### config.mk
export PLATFORM = sky130hd
export DESIGN_NAME = width_alloc_ctrl_flat
export DESIGN_NICKNAME = d
export VERILOG_FILES = /design/src/rtl/width_alloc_if.sv /design/src/rtl/width_alloc_ctrl.sv /design/src/flat_wrapper.sv
export SDC_FILE = /design/constraint.sdc
export NUM_CORES = 1
export LEC_CHECK = 0
export BUFFER_PORTS_ARGS = -buffer_cell sky130_fd_sc_hd__buf_2
export CAP_MARGIN = 20
export CORE_MARGIN = 5
export CORE_UTILIZATION = 47
export CTS_CLUSTER_DIAMETER = 150
export DETAILED_ROUTE_END_ITERATION = 10
export MAX_ROUTING_LAYER = met4
export PLACE_DENSITY_LB_ADDON = 0.08
export SYNTH_ARGS = -nofsm -noshare
export SYNTH_HDL_FRONTEND = slang
export SYNTH_SLANG_ARGS = --single-unit
### constraint.sdc
create_clock -name enclk -period 2.55 [get_ports enclk]
set_clock_uncertainty 0.05 [all_clocks]
set_input_delay 0 -clock enclk [delete_from_list [all_inputs] [get_ports enclk]]
set_output_delay 0 -clock enclk [all_outputs]
set_load 0.05 [all_outputs]
### src/rtl/width_alloc_if.sv
// width_alloc_if: request/response handshake and occupied-width RAM port bundle for width_alloc_ctrl
interface width_alloc_if;
  logic        req_valid;
  logic        req_ready;
  logic [4:0]  req_width;
  logic [3:0]  req_id1, req_id2, req_id3;
  logic        strike;
  logic        resp_valid;
  logic        resp_ready;
  logic [3:0]  resp_id;
  logic [1:0]  resp_code;
  logic [3:0]  ram_id1, ram_id2, ram_id3;
  logic [7:0]  ram_width1, ram_width2, ram_width3;
  logic        ram_we;
  logic [3:0]  ram_write_id;
  logic [4:0]  ram_write_width;
  logic        ram_strike;
  logic [15:0] alloc_count, fail_count;
  modport slave (
    input  req_valid, req_width, req_id1, req_id2, req_id3, strike, resp_ready,
           ram_width1, ram_width2, ram_width3,
    output req_ready, resp_valid, resp_id, resp_code, ram_id1, ram_id2, ram_id3,
           ram_we, ram_write_id, ram_write_width, ram_strike, alloc_count, fail_count
  );
  modport master (
    output req_valid, req_width, req_id1, req_id2, req_id3, strike, resp_ready,
           ram_width1, ram_width2, ram_width3,
    input  req_ready, resp_valid, resp_id, resp_code, ram_id1, ram_id2, ram_id3,
           ram_we, ram_write_id, ram_write_width, ram_strike, alloc_count, fail_count
  );
endinterface

### src/rtl/width_alloc_ctrl.sv
// width_alloc_ctrl: reads three candidate occupancies, commits the first fit with one write pulse, reports via handshake
module width_alloc_ctrl #(
  parameter logic [8:0] CAPACITY   = 9'd128,
  parameter logic [3:0] BLOCKED_ID = 4'd13,
  parameter logic [4:0] MIN_W      = 5'd4,
  parameter logic [4:0] MAX_W      = 5'd16
) (
  input logic enclk,
  input logic rst,
  width_alloc_if.slave io
);
  typedef enum logic [2:0] {IDLE, RD, WAIT, EVAL, WR, WRX, RESP} state_e;
  state_e      state_q, state_d;
  logic [4:0]  width_q, width_d;
  logic [3:0]  id1_q, id1_d, id2_q, id2_d, id3_q, id3_d, sel_q, sel_d;
  logic [1:0]  code_q, code_d;
  logic [15:0] alloc_q, alloc_d, fail_q, fail_d;
  logic        fit1, fit2, fit3, any_fit, ram_busy, wr_phase;
  // 9-bit sum so a nearly full ID (e.g. 250) cannot wrap into a false fit
  function automatic logic fits(input logic [3:0] id, input logic [7:0] occ, input logic [4:0] w);
    return id != BLOCKED_ID && id <= 4'd13 && ({1'b0, occ} + {4'b0, w}) <= CAPACITY;
  endfunction
  assign fit1    = fits(id1_q, io.ram_width1, width_q);
  assign fit2    = fits(id2_q, io.ram_width2, width_q);
  assign fit3    = fits(id3_q, io.ram_width3, width_q);
  assign any_fit = fit1 | fit2 | fit3;
  always_ff @(posedge enclk or posedge rst) begin
    if (rst) begin
      state_q <= IDLE;
      width_q <= '0;
      id1_q   <= '0;
      id2_q   <= '0;
      id3_q   <= '0;
      sel_q   <= '0;
      code_q  <= '0;
      alloc_q <= '0;
      fail_q  <= '0;
    end else begin
      state_q <= state_d;
      width_q <= width_d;
      id1_q   <= id1_d;
      id2_q   <= id2_d;
      id3_q   <= id3_d;
      sel_q   <= sel_d;
      code_q  <= code_d;
      alloc_q <= alloc_d;
      fail_q  <= fail_d;
    end
  end
  always_comb begin
    state_d = state_q;
    width_d = width_q;
    id1_d   = id1_q;
    id2_d   = id2_q;
    id3_d   = id3_q;
    sel_d   = sel_q;
    code_d  = code_q;
    alloc_d = alloc_q;
    fail_d  = fail_q;
    case (state_q)
      IDLE: if (io.req_valid) begin
        width_d = io.req_width;
        id1_d   = io.req_id1;
        id2_d   = io.req_id2;
        id3_d   = io.req_id3;
        sel_d   = '0;
        code_d  = 2'd2;
        state_d = (io.req_width < MIN_W || io.req_width > MAX_W) ? RESP : RD;
      end
      RD:   state_d = WAIT;
      WAIT: state_d = EVAL;
      EVAL: begin
        sel_d   = io.strike ? '0 : fit1 ? id1_q : fit2 ? id2_q : fit3 ? id3_q : '0;
        code_d  = io.strike ? 2'd3 : any_fit ? 2'd0 : 2'd1;
        state_d = (!io.strike && any_fit) ? WR : RESP;
      end
      WR:   state_d = WRX;
      WRX:  state_d = RESP;
      RESP: if (io.resp_ready) begin
        state_d = IDLE;
        alloc_d = (code_q == 2'd0 && alloc_q != 16'hFFFF) ? alloc_q + 16'd1 : alloc_q;
        fail_d  = (code_q != 2'd0 && fail_q != 16'hFFFF) ? fail_q + 16'd1 : fail_q;
      end
      default: state_d = IDLE;
    endcase
  end
  assign ram_busy           = state_q inside {RD, WAIT, EVAL, WR, WRX};
  assign wr_phase           = state_q inside {WR, WRX};
  assign io.req_ready       = state_q == IDLE;
  assign io.resp_valid      = state_q == RESP;
  assign io.resp_id         = sel_q;
  assign io.resp_code       = code_q;
  assign io.ram_id1         = ram_busy ? id1_q : '0;
  assign io.ram_id2         = ram_busy ? id2_q : '0;
  assign io.ram_id3         = ram_busy ? id3_q : '0;
  assign io.ram_we          = state_q == WR;
  assign io.ram_write_id    = wr_phase ? sel_q : '0;
  assign io.ram_write_width = wr_phase ? width_q : '0;
  assign io.ram_strike      = 1'b0;
  assign io.alloc_count     = alloc_q;
  assign io.fail_count      = fail_q;
endmodule
### src/flat_wrapper.sv
// flat-port wrapper written by rule: the top's interface ports become plain ports
module width_alloc_ctrl_flat 
#(
  parameter logic [8:0] CAPACITY   = 9'd128,
  parameter logic [3:0] BLOCKED_ID = 4'd13,
  parameter logic [4:0] MIN_W      = 5'd4,
  parameter logic [4:0] MAX_W      = 5'd16
)
  (enclk, rst, io_req_valid, io_req_width, io_req_id1, io_req_id2, io_req_id3, io_strike, io_resp_ready, io_ram_width1, io_ram_width2, io_ram_width3, io_req_ready, io_resp_valid, io_resp_id, io_resp_code, io_ram_id1, io_ram_id2, io_ram_id3, io_ram_we, io_ram_write_id, io_ram_write_width, io_ram_strike, io_alloc_count, io_fail_count);
  width_alloc_if io_i ();
  input logic enclk;
  input logic rst;
  input wire logic [$bits(io_i.req_valid)-1:0] io_req_valid;
  input wire logic [$bits(io_i.req_width)-1:0] io_req_width;
  input wire logic [$bits(io_i.req_id1)-1:0] io_req_id1;
  input wire logic [$bits(io_i.req_id2)-1:0] io_req_id2;
  input wire logic [$bits(io_i.req_id3)-1:0] io_req_id3;
  input wire logic [$bits(io_i.strike)-1:0] io_strike;
  input wire logic [$bits(io_i.resp_ready)-1:0] io_resp_ready;
  input wire logic [$bits(io_i.ram_width1)-1:0] io_ram_width1;
  input wire logic [$bits(io_i.ram_width2)-1:0] io_ram_width2;
  input wire logic [$bits(io_i.ram_width3)-1:0] io_ram_width3;
  output wire logic [$bits(io_i.req_ready)-1:0] io_req_ready;
  output wire logic [$bits(io_i.resp_valid)-1:0] io_resp_valid;
  output wire logic [$bits(io_i.resp_id)-1:0] io_resp_id;
  output wire logic [$bits(io_i.resp_code)-1:0] io_resp_code;
  output wire logic [$bits(io_i.ram_id1)-1:0] io_ram_id1;
  output wire logic [$bits(io_i.ram_id2)-1:0] io_ram_id2;
  output wire logic [$bits(io_i.ram_id3)-1:0] io_ram_id3;
  output wire logic [$bits(io_i.ram_we)-1:0] io_ram_we;
  output wire logic [$bits(io_i.ram_write_id)-1:0] io_ram_write_id;
  output wire logic [$bits(io_i.ram_write_width)-1:0] io_ram_write_width;
  output wire logic [$bits(io_i.ram_strike)-1:0] io_ram_strike;
  output wire logic [$bits(io_i.alloc_count)-1:0] io_alloc_count;
  output wire logic [$bits(io_i.fail_count)-1:0] io_fail_count;
  assign io_i.req_valid = io_req_valid;
  assign io_i.req_width = io_req_width;
  assign io_i.req_id1 = io_req_id1;
  assign io_i.req_id2 = io_req_id2;
  assign io_i.req_id3 = io_req_id3;
  assign io_i.strike = io_strike;
  assign io_i.resp_ready = io_resp_ready;
  assign io_i.ram_width1 = io_ram_width1;
  assign io_i.ram_width2 = io_ram_width2;
  assign io_i.ram_width3 = io_ram_width3;
  assign io_req_ready = io_i.req_ready;
  assign io_resp_valid = io_i.resp_valid;
  assign io_resp_id = io_i.resp_id;
  assign io_resp_code = io_i.resp_code;
  assign io_ram_id1 = io_i.ram_id1;
  assign io_ram_id2 = io_i.ram_id2;
  assign io_ram_id3 = io_i.ram_id3;
  assign io_ram_we = io_i.ram_we;
  assign io_ram_write_id = io_i.ram_write_id;
  assign io_ram_write_width = io_i.ram_write_width;
  assign io_ram_strike = io_i.ram_strike;
  assign io_alloc_count = io_i.alloc_count;
  assign io_fail_count = io_i.fail_count;
  width_alloc_ctrl #(.CAPACITY(CAPACITY), .BLOCKED_ID(BLOCKED_ID), .MIN_W(MIN_W), .MAX_W(MAX_W)) u_core (.enclk(enclk), .rst(rst), .io(io_i));
endmodule
* Word level (Yosys, flattened, before mapping) *
Cells that the tools add are included.

word-level totals
  output and inout bits = 63
  input bits = 46
  word-level logic and storage cells = 79
  register bits after elaboration = 58

cells by class
  reductions and logical operators = 22
  bitwise logic cells = 2
  equal/unequal tests = 13
  mux-type cells = 20
  magnitude comparators = 8
  $add $sub $neg = 5

operators with widths
  operator                                                    number
  two-way mux 4 bit                                           9
  adder 16 x 1 -> 16 bit, second input constant               2
  != test 16 bit, second input constant                       2
  adder 8 x 5 -> 9 bit                                        3
  <= comparator 9 x 8 -> 1 bit, second input constant         3
  case mux 3 bit (7 select lines)                             1
  <= comparator 4 bit, second input constant                  3
  != test 4 bit, second input constant                        3
  == test 3 bit, second input constant                        3
  logical AND 1 bit                                           9
  two-way mux 3 bit                                           3
  case mux 4 bit (2 select lines)                             1
  == test 3 x 2 -> 1 bit, second input constant               2
  two-way mux 2 bit                                           3
  AND reduction 2 bit                                         3
  AND reduction 3 bit                                         2
  nonzero test 2 bit                                          3
  greater-than comparator 5 bit, second input constant        1
  less-than comparator 5 x 3 -> 1 bit, second input constant  1
  two-way mux 5 bit                                           1
  nonzero test 5 bit                                          1
  != test 2 bit, second input constant                        2
  case mux 2 bit (2 select lines)                             1
  == test 3 x 1 -> 1 bit, second input constant               1
  6 further kinds                                             7

* Depth between registers and ports, before layout *
Gate-level depths: netlist of run 1.

  depth after elaboration = 8
  depth in mapped cells = 9
  gate-level depth less buffers = 9

* Worst setup path after synthesis of run 1 *
Ideal clock, no wire load.

  path kind = register to register
  start = register u_core.state_q[1]
  end = register u_core.id1_q[0]
  data required time = 2.375 ns
  clock period less this slack = 3.034 ns
  buffers on the path = 3
  setup time = 0.125 ns
  slack = -0.484 ns
  data arrival time = 2.859 ns
  cell stages (with the launch flop) = 7
  cell sequence = dfrtp_1 -> clkbuf_1 -> nor3_1 -> and2_1 -> buf_2 -> buf_1 -> mux2_2

between the ends
  cells in the longest elaborated chain, start to end = 2

RTL lines
  what                                  line                    RTL
  from (decl)                           width_alloc_ctrl.sv:13  state_e state_q, state_d;
  from (signal assigned)                width_alloc_ctrl.sv:39  state_q <= state_d;
  zero test 3 bit                       n/a
  net io_req_ready                      flat_wrapper.sv:23      output wire logic [$bits(io_i.req_ready)-1:0] io_req_ready;
  AND reduction 2 bit (no source line)  n/a
  to (signal assigned)                  width_alloc_ctrl.sv:41  id1_q <= id1_d;
  to (decl)                             width_alloc_ctrl.sv:15  logic [3:0] id1_q, id1_d, id2_q, id2_d, id3_q, id3_d, sel_q, sel_d;

The timed path passes the listed nets, and every way through them passes these cells.
A chain may end at the register's enable or synchronous reset.

* Worst setup path after layout of run 1 *
  start = register u_core.width_q[0]
  end = register u_core.sel_q[0], in the netlist u_core.io.resp_id[0]

between the ends
  cells in the longest elaborated chain, start to end = 8
  elaborated cells on any way between the ends = 14
  those cells by class = add/sub (3); order compare (3); mux (5); reduce/logical (3)

RTL lines
  what                               line                    RTL
  from (decl)                        width_alloc_ctrl.sv:14  logic [4:0] width_q, width_d;
  from (signal assigned)             width_alloc_ctrl.sv:40  width_q <= width_d;
  adder 8 x 5 -> 9 bit               width_alloc_ctrl.sv:21  return id != BLOCKED_ID && id <= 4'd13 && ({1'b0, occ} + {4'b0, w}) <= CAPACITY;
  <= comparator 9 x 8 -> 1 bit       width_alloc_ctrl.sv:21
  logical AND 1 bit                  width_alloc_ctrl.sv:21
  two-way mux 4 bit (2 in series)    width_alloc_ctrl.sv:73  sel_d = io.strike ? '0 : fit1 ? id1_q : fit2 ? id2_q : fit3 ? id3_q : '0;
  two-way mux 4 bit * (2 in series)  width_alloc_ctrl.sv:73
  case mux 4 bit (2 select lines) *  width_alloc_ctrl.sv:60  case (state_q)
  to (signal assigned)               width_alloc_ctrl.sv:44  sel_q <= sel_d;
  to (decl)                          width_alloc_ctrl.sv:15

Mark *: on every way between the ends. The rest lies on a longest branch, timed or not.

==> impl_results.md, run 1 <==
- Status: finished, violations left
- Failing checks: negative setup slack
- Mapped Area: 3700 sq um
- CP arrival: slightly below 3 ns
- Synth Register Bits: 58
- Clk buf depth: 2
- Post-Layout Cell Count: 639
- WS Path Type: flop to flop
- Min Tclk post-route: approximately 2.7 ns
- Sequential share of power: 26.1%
- Critical R2R Capture: u_core.io.resp_id[0]
- Die H: 98.8 um
- Worst path cell trace: ha_2 -> fa_2 -> a211o_1 -> and3_1 -> o221ai_1 -> a41oi_2 -> o21ai_2 -> buf_2 -> o21ai_0 -> a32oi_1
- Initial antenna violation count: 0
- Cell with the most instances after synthesis: dfrtp_1
- Clk root buf: clkbuf_8
- Vias per std cell: between 5 and 6
- Min-Delay Path Class: primary input to flop
- Grt ovf: 0
- Clock Latency Late Sink: 0.33 ns
- Top cells by count, synth: dfrtp_1 (58), nand2_1 (33), and2_1 (31)
- RR Startpoint: u_core.width_q[0]
- Cell depth of the worst setup path: 10
- LEAKAGE: about 2.4 nW
- Number of max-cap violations: 0
- DR pass1 iterations: 4
- Num CTS Buffers: 9
- Post-synth EDFFs: 0
- Pre-CTS WS: -0.157 ns
- PnR worst setup slack: -0.182 ns
- GPL Wtd Cong: 0.849
- Hold path depth: 3
- Post-layout util: around 65%
- Die X: 98.8 um
- R2R cell count: 10
- Ant. Diodes: 0
- H-Tree Depth: 3
- Setup Viol. Count Final: 6
- Largest net degree at the start of global routing: 59
- Detailed placer's ending HPWL: 7380 um
- Final nets: between 500 and 600
- Sw Ratio: between 40 and 50%
- Pwr/cell area: 1110 nW/um^2
- Post-DRT Antenna Nets: 0
- CTS tree: yes
- Syn avg cell area: ~9.9 sq um
- Rows: 32
- Peak VDD IR: 0.000918 V
- RSZ-0062 raised after global routing: yes
- Critical path buffers and inverters: 1
- First-pass GRT wire length: 16,100 um
- GRT Total Usage: 20.8%
- I/O Pins: 109
- Via count: 3,379
- Remaining DRCs: 0
- CP Data Required Time: ~2.8 ns
- Post-detailed-routing wire length: 9850 um
- Slew Limit Headroom: 45.6%
- Net Sw Power: 2.72 mW
- CP max-delay cell: dfrtp_2
- Max Fanout on Critical Path: 5
- Vias in the first global route: 3,354
- Filler Cells Inserted: 700
- Layout cell share with drive strength beyond 1: about 37%
- PortBufs: 107
- Slew @ Worst Pin: 0.816 ns
- Seq/Total Area, Yosys: between 30% and 40%
- Largest cells by area after synthesis: dfrtp_1 (39%), mux2_2 (5.8%), ha_1 (5.7%)
- Clk pwr share: 13.4%
- Die ar.: 9750 sq um
- Crit. End Element: flop
- Final Max Tran Viols: 0
- Crit path largest cell delay: 0.46 ns
- Final hold slack: roughly 0.092 ns
- Final worst path period share: 107%
- Syn_nets: 440
- Gate power share: 60.5%
- Int Pwr: 2.82 mW
- Clk slew on worst S/H paths: about 0.07 ns
- Post-Synthesis Cells: 374
- Drt wl/cell: 15.4 um
- Max frequency: 366 MHz
- Top Family by Delay on Critical Path: compound AO/OA/AOI/OAI gates
- DRT iter0 DRCs: 113
- Async SR Flop Fraction: 100%
- CP startpoint kind: flop
- Top-area cell type share of the netlist area: 39.2%
- Hold Path End: u_core.state_q[0]
- Placed insts: 600
- Hold wc startpoint: io_req_valid
- Post-synth cell types: 56
- Starting Density: 48.2%
- Final hold vios: 0
- Synth warn: 0
- Clk sinks: 58
- Layout area overhead: 34.3%
- R2r setup slk: -0.18 ns
- Total core area: 7690 sq um
- Main synth FF type: dfrtp_1
- Synth area leader: dfrtp_1
==> stage by stage <==
step	cell area, sq um	setup TNS [ns]	power [mW]
3_5_place_dp	4540	-0.792	4.69
5_1_grt	4970	-1.75	5.94
6_report	4970	-0.929	5.54
3_3_place_gp	4540	-0.408	4.64
4_1_cts	4930	-0.517	5.51
2_1_floorplan	3720	0	3.77
==> layout by cell type (no fill, tap or decap), types with 4 or more instances in the layout <==
| cell type | n |
|---|---|
| o21ai_0 | 12 |
| buf_4 | 26 |
| mux2_2 | 19 |
| ha_1 | 15 |
| xnor2_1 | 24 |
| o211ai_1 | 9 |
| nor2_1 | 20 |
| nor2b_1 | 4 |
| xor2_1 | 12 |
| dfrtp_1 | 57 |
| a32oi_1 | 5 |
| nor3_1 | 6 |
| buf_2 | 108 |
| a21oi_1 | 8 |
| and2_1 | 31 |
| inv_1 | 7 |
| nand3_1 | 19 |
| clkbuf_8 | 10 |
| and4_1 | 6 |
| a21o_1 | 5 |
| nand2_1 | 33 |
| nand4_1 | 10 |
| dlygate4sd3_1 | 20 |
| nand4b_1 | 5 |
==> logic make-up (layout without fill, tap and decap cells) <==
kind of cell	Yosys count	after routing	synth area share, %
flip-flops	58	58	39.2
multiplexers	19	19	5.78
AND/OR/NAND/NOR	152	152	22.6
XOR/XNOR	36	36	8.52
AO/OA/AOI/OAI	72	72	14.7
adder cells (fa/ha/maj)	20	20	7.37
other	1	1	0.101
buffers and inverters	16	179	1.76
==> tightest hold or removal path, stage by stage <==
cell and delay, ns:
buf_2 0.13, a21boi_0 0.22, nor3b_1 0.08
==> per-layer routing <==
layer | routed length (um) | GRT usage, % | up-vias
li1 | - | - | 1683
met1 | 4370 | 26.0 | 1611
met2 | 4930 | 34.2 | 79
met3 | 486 | 4.95 | 6
met4 | 63 | 4.83 | 0
met5 | 0 | - | -
==> worst max-delay path by stage <==
stage,from,end
floorplan,u_core.width_q[0],u_core.io.resp_id[0]
global placement,u_core.width_q[0],u_core.io.resp_id[2]
detailed placement,u_core.width_q[0],u_core.io.resp_id[1]
CTS,u_core.width_q[0],u_core.io.resp_id[1]
global route,u_core.width_q[0],u_core.io.resp_id[2]
finish,u_core.width_q[0],u_core.io.resp_id[0]
==> power by group through the flow <==
stage	clock, mW	sequential, mW	combinational, mW
2_1_floorplan	0	1.68	2.09
3_3_place_gp	0	1.45	3.19
3_5_place_dp	0	1.45	3.24
4_1_cts	0.765	1.44	3.30
5_1_grt	0.811	1.48	3.64
6_report	0.743	1.45	3.35
==> registers in the layout, summed over array words and instances (netlist names) <==
| signal | flops |
|---|---|
| u_core.id1_q | 4 |
| u_core.id2_q | 4 |
| u_core.id3_q | 4 |
| u_core.io.alloc_count | 16 |
| u_core.io.fail_count | 16 |
| u_core.io.resp_code | 2 |
| u_core.io.resp_id | 4 |
| u_core.state_q | 3 |
| u_core.width_q | 5 |
==> layout make-up <==
type / count / area, sq um / share of cell area [%]
Clock inverter: 5 / 30.0 / 0.604
Tap cell: 102 / 128 / 2.57
Inverter: 8 / 30.0 / 0.604
Sequential cell: 58 / 1450 / 29.2
Clock buffer: 11 / 141 / 2.84
Multi-Input combinational cell: 300 / 2240 / 45.1
Timing Repair Buffer: 155 / 947 / 19.1
==> repair_timing <==
item                                    4_1_cts  5_1_grt
pin swaps                                     5        5
resized for setup                             5        6
endpoints found under the setup margin        6        6
hold buffers                                 20        0
gates cloned                                  0        1
endpoints found under the hold margin        82        0
buffers inserted                              0        2
No activity file was read; power rests on OpenSTA's default activity.
==> run 2: changes to the inputs <==
--- a/config.mk
+++ b/config.mk
@@ -5,10 +5,11 @@
 export SDC_FILE = /design/constraint.sdc
 export NUM_CORES = 1
 export LEC_CHECK = 0
+export ABC_AREA = 1
 export BUFFER_PORTS_ARGS = -buffer_cell sky130_fd_sc_hd__buf_2
 export CAP_MARGIN = 20
 export CORE_MARGIN = 5
-export CORE_UTILIZATION = 47
+export CORE_UTILIZATION = 48
 export CTS_CLUSTER_DIAMETER = 150
 export DETAILED_ROUTE_END_ITERATION = 10
 export MAX_ROUTING_LAYER = met4
==> run 2 against run 1 <==
Net effect: the run now ends clean; largest power group unchanged; utilization grew 0.90 points; synthesized area grew 4.4%; critical endpoint is now u_core.state_q[1]; critical path type unchanged; largest cell class unchanged; register-to-register slack improved by 0.22 ns; count of clock-buffer cells in the layout is 1 lower; global-route usage increased by 0.58 points; clock power up 18%; critical path depth up 5; hold slack worse by 0.079 ns; routed wire length grew 2.3%; sequential cell count unchanged; non-clock buffer count is 19 lower.
==> impl_results.md, run 2 <==
- LEAKAGE: 2.86 nW (+19%)
- Rows: 32 (unchanged)
- CP startpoint kind: flop
- Remaining DRCs: 0 (unchanged)
- Mapped Area: 3860 sq um (+4.4%)
- Post-synth cell types: 36 (-36%)
- Post-Layout Cell Count: 774 (+21%)
- Status: complete, no violations
- Post-detailed-routing wire length: 10,100 um (+2.3%)
- Filler Cells Inserted: 709 (+1.3%)
- Synth warn: 0 (unchanged)
- Total core area: 7770 sq um (+1.0%)
- Drt wl/cell: 13.0 um (-16%)
- CTS tree: yes
- Vias per std cell: 4.90 (-7.3%)
- WS Path Type: flop to flop
- GRT Total Usage: 21.4% (+0.58 points)
- Clk buf depth: 2 (unchanged)
- Clk sinks: 58 (unchanged)
- Post-layout util: 65.6% (+0.90 points)
- Final worst path period share: 98.7% (-8.4 points)
- Syn avg cell area: 7.36 sq um (-26%)
- Grt ovf: 0 (unchanged)
- Synth area leader: dfrtp_1
- CP Data Required Time: 2.73 ns (-0.02 ns)
- Min-Delay Path Class: primary input to flop
- Pre-CTS WS: -0.0218 ns (+0.135 ns)
- Async SR Flop Fraction: 100% (unchanged)
- I/O Pins: 109 (unchanged)
- Gate power share: 59.9% (-0.6 points)
- Max frequency: 397 MHz (+8.5%)
- Initial antenna violation count: 0 (unchanged)
- Cell repeated most along the worst path: nand2_2
- Most frequent cells in the layout: nand2_1 (124), buf_2 (107), inv_1 (76)
- RSZ-0062 raised after global routing: yes
- Cell with the most instances after synthesis: nand2_1
- Largest cells by area after synthesis: dfrtp_1 (38%), nand2_1 (13%), inv_1 (7.5%)
- Most common cell after layout, fill and taps aside: nand2_1
- Sw Ratio: 53.4% (+4.3 points)
- Met1 GRT Util: 26.8% (+0.82 points)
- Clk pwr share: 15.7% (+2.3 points)
- Clock Latency Late Sink: 0.34 ns (about the same)
- Die X: 99.7 um (+0.98%)
- Ant. Diodes: 0 (unchanged)
- Num CTS Buffers: 9 (unchanged)
- Post-Synthesis Cells: 525 (+40%)
- Post-DRT Antenna Nets: 0 (unchanged)
- Crit path largest cell delay: 0.47 ns (about the same)
- H-Tree Depth: 3 (unchanged)
- Syn_nets: 591 (+34%)
- Via count: 3,794 (+12%)
- Detailed placer's ending HPWL: 7580 um (+2.8%)
- Critical path buffers and inverters: 0 (-1)
- Main synth FF type: dfrtp_1
- Final hold vios: 0 (unchanged)
- Int Pwr: 2.60 mW (-7.8%)
- PortBufs: 107 (unchanged)
- Top Family by Delay on Critical Path: simple AND/OR/NAND/NOR gates
- Top-area cell type share of the netlist area: 37.6% (-1.6 points)
- Met3 usage: 4.91% (-0.045 points)
- Vias in the first global route: 3,768 (+12%)
- Net Sw Power: 2.98 mW (+9.6%)
- Met2 Usage GRT: 34.5% (+0.23 points)
- Setup Viol. Count Final: 0 (-6)
- Number of max-cap violations: 0 (unchanged)
- Area used by multi-input combinational logic: 2200 sq um (-1.8%)
- Crit. End Element: flop
- Layout area overhead: 31.8%
- Die ar.: 9940 sq um (+2.0%)
- Largest net degree at the start of global routing: 59 (unchanged)
- Slew Limit Headroom: 50.8% (+5.2 points)
- PnR worst setup slack: 0.0334 ns (+0.215 ns)
- CP max-delay cell: dfrtp_2
- Slew @ Worst Pin: 0.738 ns (-0.0779 ns)
- Clk root buf: clkbuf_8
- DR pass1 iterations: 4 (unchanged)
- Starting Density: 49.7% (+1.6 points)
- Top cells by count, synth: nand2_1 (131), inv_1 (77), nor2_1 (68)
- CP arrival: 2.69 ns (-0.24 ns)
- Synth Register Bits: 58 (unchanged)
- Layout cell share with drive strength beyond 1: 26.8% (-9.9 points)
- GPL Wtd Cong: 0.898 (+5.8%)
- Final Max Tran Viols: 0 (unchanged)
- Max Fanout on Critical Path: 6 (+1)
- Peak VDD IR: 0.00116 V (+26%)
- DRT iter0 DRCs: 160 (+42%)
- Seq/Total Area, Yosys: 37.6% (-1.6 points)
- FF+latch area: 1450 sq um (unchanged)
- First-pass GRT wire length: 16,900 um (+4.7%)
- Placed insts: 733 (+22%)
- Post-synth EDFFs: 0 (unchanged)
- Worst path cell trace: ha_4 -> fa_1 -> or2_4 -> nor2_2 -> nand3_1 -> nor2_1 -> nand3_1 -> nand2_2 -> nand2_4 -> nand3_2 -> nand2_2 -> nand2_2 -> nand2_2 -> nand2_1 -> nand2_1
- Min Tclk post-route: 2.52 ns (-0.215 ns)
- Final Power: 5.58 mW (+0.73%)
- Pwr/cell area: 1100 nW/um^2 (-1.7%)
- Clk slew on worst S/H paths: 0.07 ns (about the same)
- Most Crowded Layer GR: met2
- Die H: 99.7 um (+0.98%)
- Final nets: 733 (+23%)
- Sequential share of power: 24.4% (-1.7 points)
[run 2: final cells by class]
cell class,count,area share (%)
repair buffers,136,15.8
clock inverters,6,1.30
multi-input cells,382,43.2
inverters,80,5.90
clock buffers,10,2.70
well taps,102,2.51
flip-flops and latches,58,28.5
[run 2: through the flow]
step | area, sq um | setup TNS [ns] | hold WS (ns)
floorplan | 3860 | 0 | 0.109
global placement | 4530 | 0 | 0.195
detailed placement | 4530 | -0.0269 | 0.203
CTS | 4940 | 0 | 0.00121
global route | 5090 | -0.339 | 0.0215
finish | 5090 | 0 | 0.0125
[run 2: path summary, 6_finish.rpt]
check,start,endpoint,slack (ns),cells after the start
worst max-delay path,u_core.width_q[0],u_core.state_q[1],0.03,15
worst min-delay path,io_req_valid,u_core.state_q[2],0.01,3
worst max register to register,u_core.width_q[0],u_core.state_q[1],0.03,15
worst min register to register,u_core.io.alloc_count[15],u_core.io.alloc_count[15],0.45,1
max in group asynchronous,rst,u_core.width_q[0],1.56,4
min in group asynchronous,rst,u_core.io.fail_count[9],0.35,4
[run 2: power by group through the flow]
stage	combinational, mW	sequential, mW	clock [mW]
6_report	3.34	1.36	0.874
5_1_grt	3.68	1.40	0.943
4_1_cts	3.13	1.35	0.890
3_5_place_dp	3.10	1.36	0
3_3_place_gp	3.06	1.36	0
2_1_floorplan	2.19	1.53	0
[run 2: routing by layer]
metal,vias up,wire length [um]
met5,-,0
met4,0,180
met3,15,592
met2,105,4710
met1,1744,4590
li1,1930,-
[run 2: repair_timing]
| action | CTS | global route |
|---|---|---|
| setup endpoints to repair | 2 | 6 |
| hold endpoints to repair | 82 | 0 |
| resized for setup | 1 | 35 |
| buffers inserted | 0 | 5 |
| pin swaps | 0 | 24 |
| hold buffers | 20 | 0 |
[run 2: worst reg2reg max path, stage by stage, from the launching register on]
cell and delay, ns:
dfrtp_2 0.47, ha_4 0.19, fa_1 0.47, or2_4 0.24, nor2_2 0.08, nand3_1 0.08, nor2_1 0.13, nand3_1 0.09
nand2_2 0.14, nand2_4 0.09, nand3_2 0.09, nand2_2 0.05, nand2_2 0.07, nand2_2 0.05, nand2_1 0.06, nand2_1 0.04
[run 2: cell families (layout without fill, tap and decap cells)]
logic type               after synthesis  count (layout)  synth area share, %
flip-flops                            58              58                 37.6
XOR/XNOR                              30              30                 6.80
other                                  1               1               0.0971
AO/OA/AOI/OAI                         44              44                 6.12
adder cells (fa/ha/maj)               20              20                 7.06
buffers and inverters                 85             232                 8.35
AND/OR/NAND/NOR                      287             287                 34.0
==> run 3: changes to the inputs <==
--- a/config.mk
+++ b/config.mk
@@ -8,7 +8,7 @@
 export ABC_AREA = 1
 export BUFFER_PORTS_ARGS = -buffer_cell sky130_fd_sc_hd__buf_2
 export CAP_MARGIN = 20
-export CORE_MARGIN = 5
+export CORE_MARGIN = 2
 export CORE_UTILIZATION = 48
 export CTS_CLUSTER_DIAMETER = 150
 export DETAILED_ROUTE_END_ITERATION = 10
==> constraint.sdc (replaced) <==
create_clock -name enclk -period 2.55 [get_ports enclk]
set_clock_uncertainty 0.05 [all_clocks]
set_input_delay 0.1275 -clock enclk [delete_from_list [all_inputs] [get_ports enclk]]
set_output_delay 0.1275 -clock enclk [all_outputs]
set_load 0.05 [all_outputs]
==> run 3 against run 2 <==
Net effect: sequential power about the same; first-iteration DRC count decreased by 41%; largest power group unchanged; largest cell class unchanged; count of clock-buffer cells in the layout decreased by 1; final cell count decreased by 2.2%; combinational power decreased by 2%; highest routed layer unchanged; total power decreased by 4.2%; utilization decreased by 2.5 points.
==> impl_results.md, run 3 (synthesis results as in run 2) <==
- Status: complete, no violations
- Clk buf depth: 2 (unchanged)
- Total core area: 7770 sq um (unchanged)
- Hold wc startpoint: io_req_id2[1]
- Max frequency: 408 MHz (+2.7%)
- R2R cell count: 15 (unchanged)
- Initial antenna violation count: 0 (unchanged)
- Final hold vios: 0 (unchanged)
- Layout area overhead: 26.7%
- Die ar.: 8780 sq um (-12%)
- Die X: 93.7 um (-6.0%)
- Largest net degree at the start of global routing: 35 (-41%)
- Final Max Tran Viols: 0 (unchanged)
- Via count: 3,700 (-2.5%)
- CP startpoint kind: flop
- Finished Cell Area: 4890 sq um (-3.9%)
- Starting Density: 49.7% (unchanged)
- Post-DRT Antenna Nets: 0 (unchanged)
- Clock Latency Late Sink: 0.33 ns (about the same)
- Filler Cells Inserted: 727 (+2.5%)
- Rows: 32 (unchanged)
- Clk sinks: 58 (unchanged)
- CP arrival: 2.61 ns (-0.08 ns)
- Clk slew on worst S/H paths: 0.06 ns (about the same)
- Drt wl/cell: 12.4 um (-4.4%)
- First-pass GRT wire length: 15,200 um (-9.7%)
- R2r setup slk: 0.1 ns (+0.07 ns)
- RR Startpoint: u_core.width_q[0]
- Vias in the first global route: 3,372 (-11%)
- DP Area: 4530 sq um (-0.17%)
- Most frequent cells in the layout: nand2_1 (124), buf_2 (107), inv_1 (76)
- Min Tclk post-route: 2.45 ns (-0.0652 ns)
- Setup Viol. Count Final: 0 (unchanged)
- Most common cell after layout, fill and taps aside: nand2_1
- Layout cell share with drive strength beyond 1: 27.3% (+0.54 points)
- Final worst path period share: 96.1% (-2.6 points)
- Number of max-cap violations: 0 (unchanged)
- PortBufs: 107 (unchanged)
- RSZ-0062 raised after global routing: yes
- GRT Total Usage: 22.4% (+1.0 points)
- Slew @ Worst Pin: 0.577 ns (-0.162 ns)
- Ant. Diodes: 0 (unchanged)
- Slew Limit Headroom: 61.5% (+11 points)
- WS Path Type: flop to flop
- Critical R2R Capture: u_core.state_q[1]
- Remaining DRCs: 0 (unchanged)
- Num CTS Buffers: 9 (unchanged)
- Worst path cell trace: ha_4 -> fa_2 -> or2_4 -> nor2_2 -> nand3_1 -> nor2_1 -> nand3_1 -> nand2_2 -> nand2_4 -> nand3_2 -> nand2_2 -> nand2_2 -> nand2_1 -> nand2_1 -> nand2_1
- CTS tree: yes
- I/O Pins: 109 (unchanged)
- H-Tree Depth: 3 (unchanged)
- Min-Delay Path Class: primary input to flop
- Clk root buf: clkbuf_8
- Post-detailed-routing wire length: 9420 um (-6.5%)
- Crit path largest cell delay: 0.47 ns (about the same)
- Post-layout util: 63.0% (-2.5 points)
- Crit. End Element: flop
- DR pass1 iterations: 5 (+1)
- GPL Wtd Cong: 0.877 (-2.4%)
- Pwr/cell area: 1090 nW/um^2 (-0.33%)
- Final hold slack: 0.0114 ns (-0.00118 ns)
- Final nets: 717 (-2.2%)
- LEAKAGE: 2.78 nW (-2.9%)
- Hold path depth: 3 (unchanged)
- Grt ovf: 0 (unchanged)
- Peak VDD IR: 0.00105 V (-9.7%)
- Max Fanout on Critical Path: 6 (unchanged)
- Detailed placer's ending HPWL: 7300 um (-3.8%)
- CP Data Required Time: 2.71 ns (-0.02 ns)
- DRT iter0 DRCs: 94 (-41%)
- Vias per std cell: 4.89 (-0.29%)
- Die H: 93.7 um (-6.0%)
- CP max-delay cell: dfrtp_2
- Hold Path End: u_core.id2_q[1]
==> run 3: cell types whose count changed in the layout (fill, tap and decap cells not counted), moves of 2 or more <==
| cell | delta |
|---|---|
| dlygate4sd3_1 | -14 |
| nand3_2 | +2 |
| nand3_1 | -2 |
| o21ai_0 | +2 |
| buf_4 | -2 |
| clkinv_2 | +3 |
==> run 3: how the worst max path moves through the flow <==
stage	from	endpoint	slack, ns	depth (start not counted)
floorplan	u_core.width_q[0]	u_core.state_q[1]	0.22	15
global placement	u_core.width_q[0]	u_core.state_q[1]	0.06	15
detailed placement	u_core.width_q[0]	u_core.state_q[1]	-0.03	15
CTS	u_core.width_q[0]	u_core.state_q[1]	0.003	15
global route	u_core.width_q[0]	u_core.state_q[1]	-0.04	15
finish	u_core.width_q[0]	u_core.state_q[1]	0.1	15
==> run 3: repair_timing <==
| action | 4_1_cts | 5_1_grt |
|---|---|---|
| setup endpoints to repair | 1 | 6 |
| pin swaps | 0 | 24 |
| setup buffers | 0 | 3 |
| cloned | 0 | 1 |
| hold buffers | 6 | 0 |
| hold endpoints to repair | 31 | 0 |
| resized for setup | 1 | 31 |
==> run 3: layout make-up <==
cell class	instances	area [sq um]	area share [%]
flip-flops and latches	58	1450	29.7
inverters	80	300	6.13
repair buffers	119	641	13.1
multi-input cells	383	2210	45.2
well taps	102	128	2.61
clock buffers	9	124	2.53
clock inverters	6	35.0	0.716
==> run 3: per-layer routing <==
| metal | up-vias | share of wire, % | track usage, % |
|---|---|---|---|
| met3 | 5 | 4.7 | 4.90 |
| met2 | 94 | 46 | 35.3 |
| met5 | - | 0 | - |
| met1 | 1696 | 48 | 29.8 |
| met4 | 0 | 0.76 | 5.43 |
| li1 | 1905 | - | - |
==> run 3: worst max-delay path: cells and delay by family, from the launching register on <==
family | cells | cell delay [ns]
AND/OR/NAND/NOR | 13 | 1.17
adder cells (fa/ha/maj) | 2 | 0.65
flip-flops | 1 | 0.47
==> run 3: power breakdown <==
part | switching (mW) | leakage (nW) | internal (mW)
clock network | 0.369 | 0.0806 | 0.339
registers | 0.233 | 0.722 | 1.14
logic | 2.33 | 1.98 | 0.937
total | 2.93 | 2.78 | 2.41
==> run 3: through the flow <==
stage               cells  power (mW)  worst slack (ns)  setup TNS [ns]
floorplan             525        3.72             0.222               0
global placement      732        4.39            0.0633               0
detailed placement    732        4.44           -0.0260         -0.0260
CTS                   753        5.16           0.00340               0
global route          757        5.76           -0.0388          -0.115
finish                757        5.35            0.0986               0
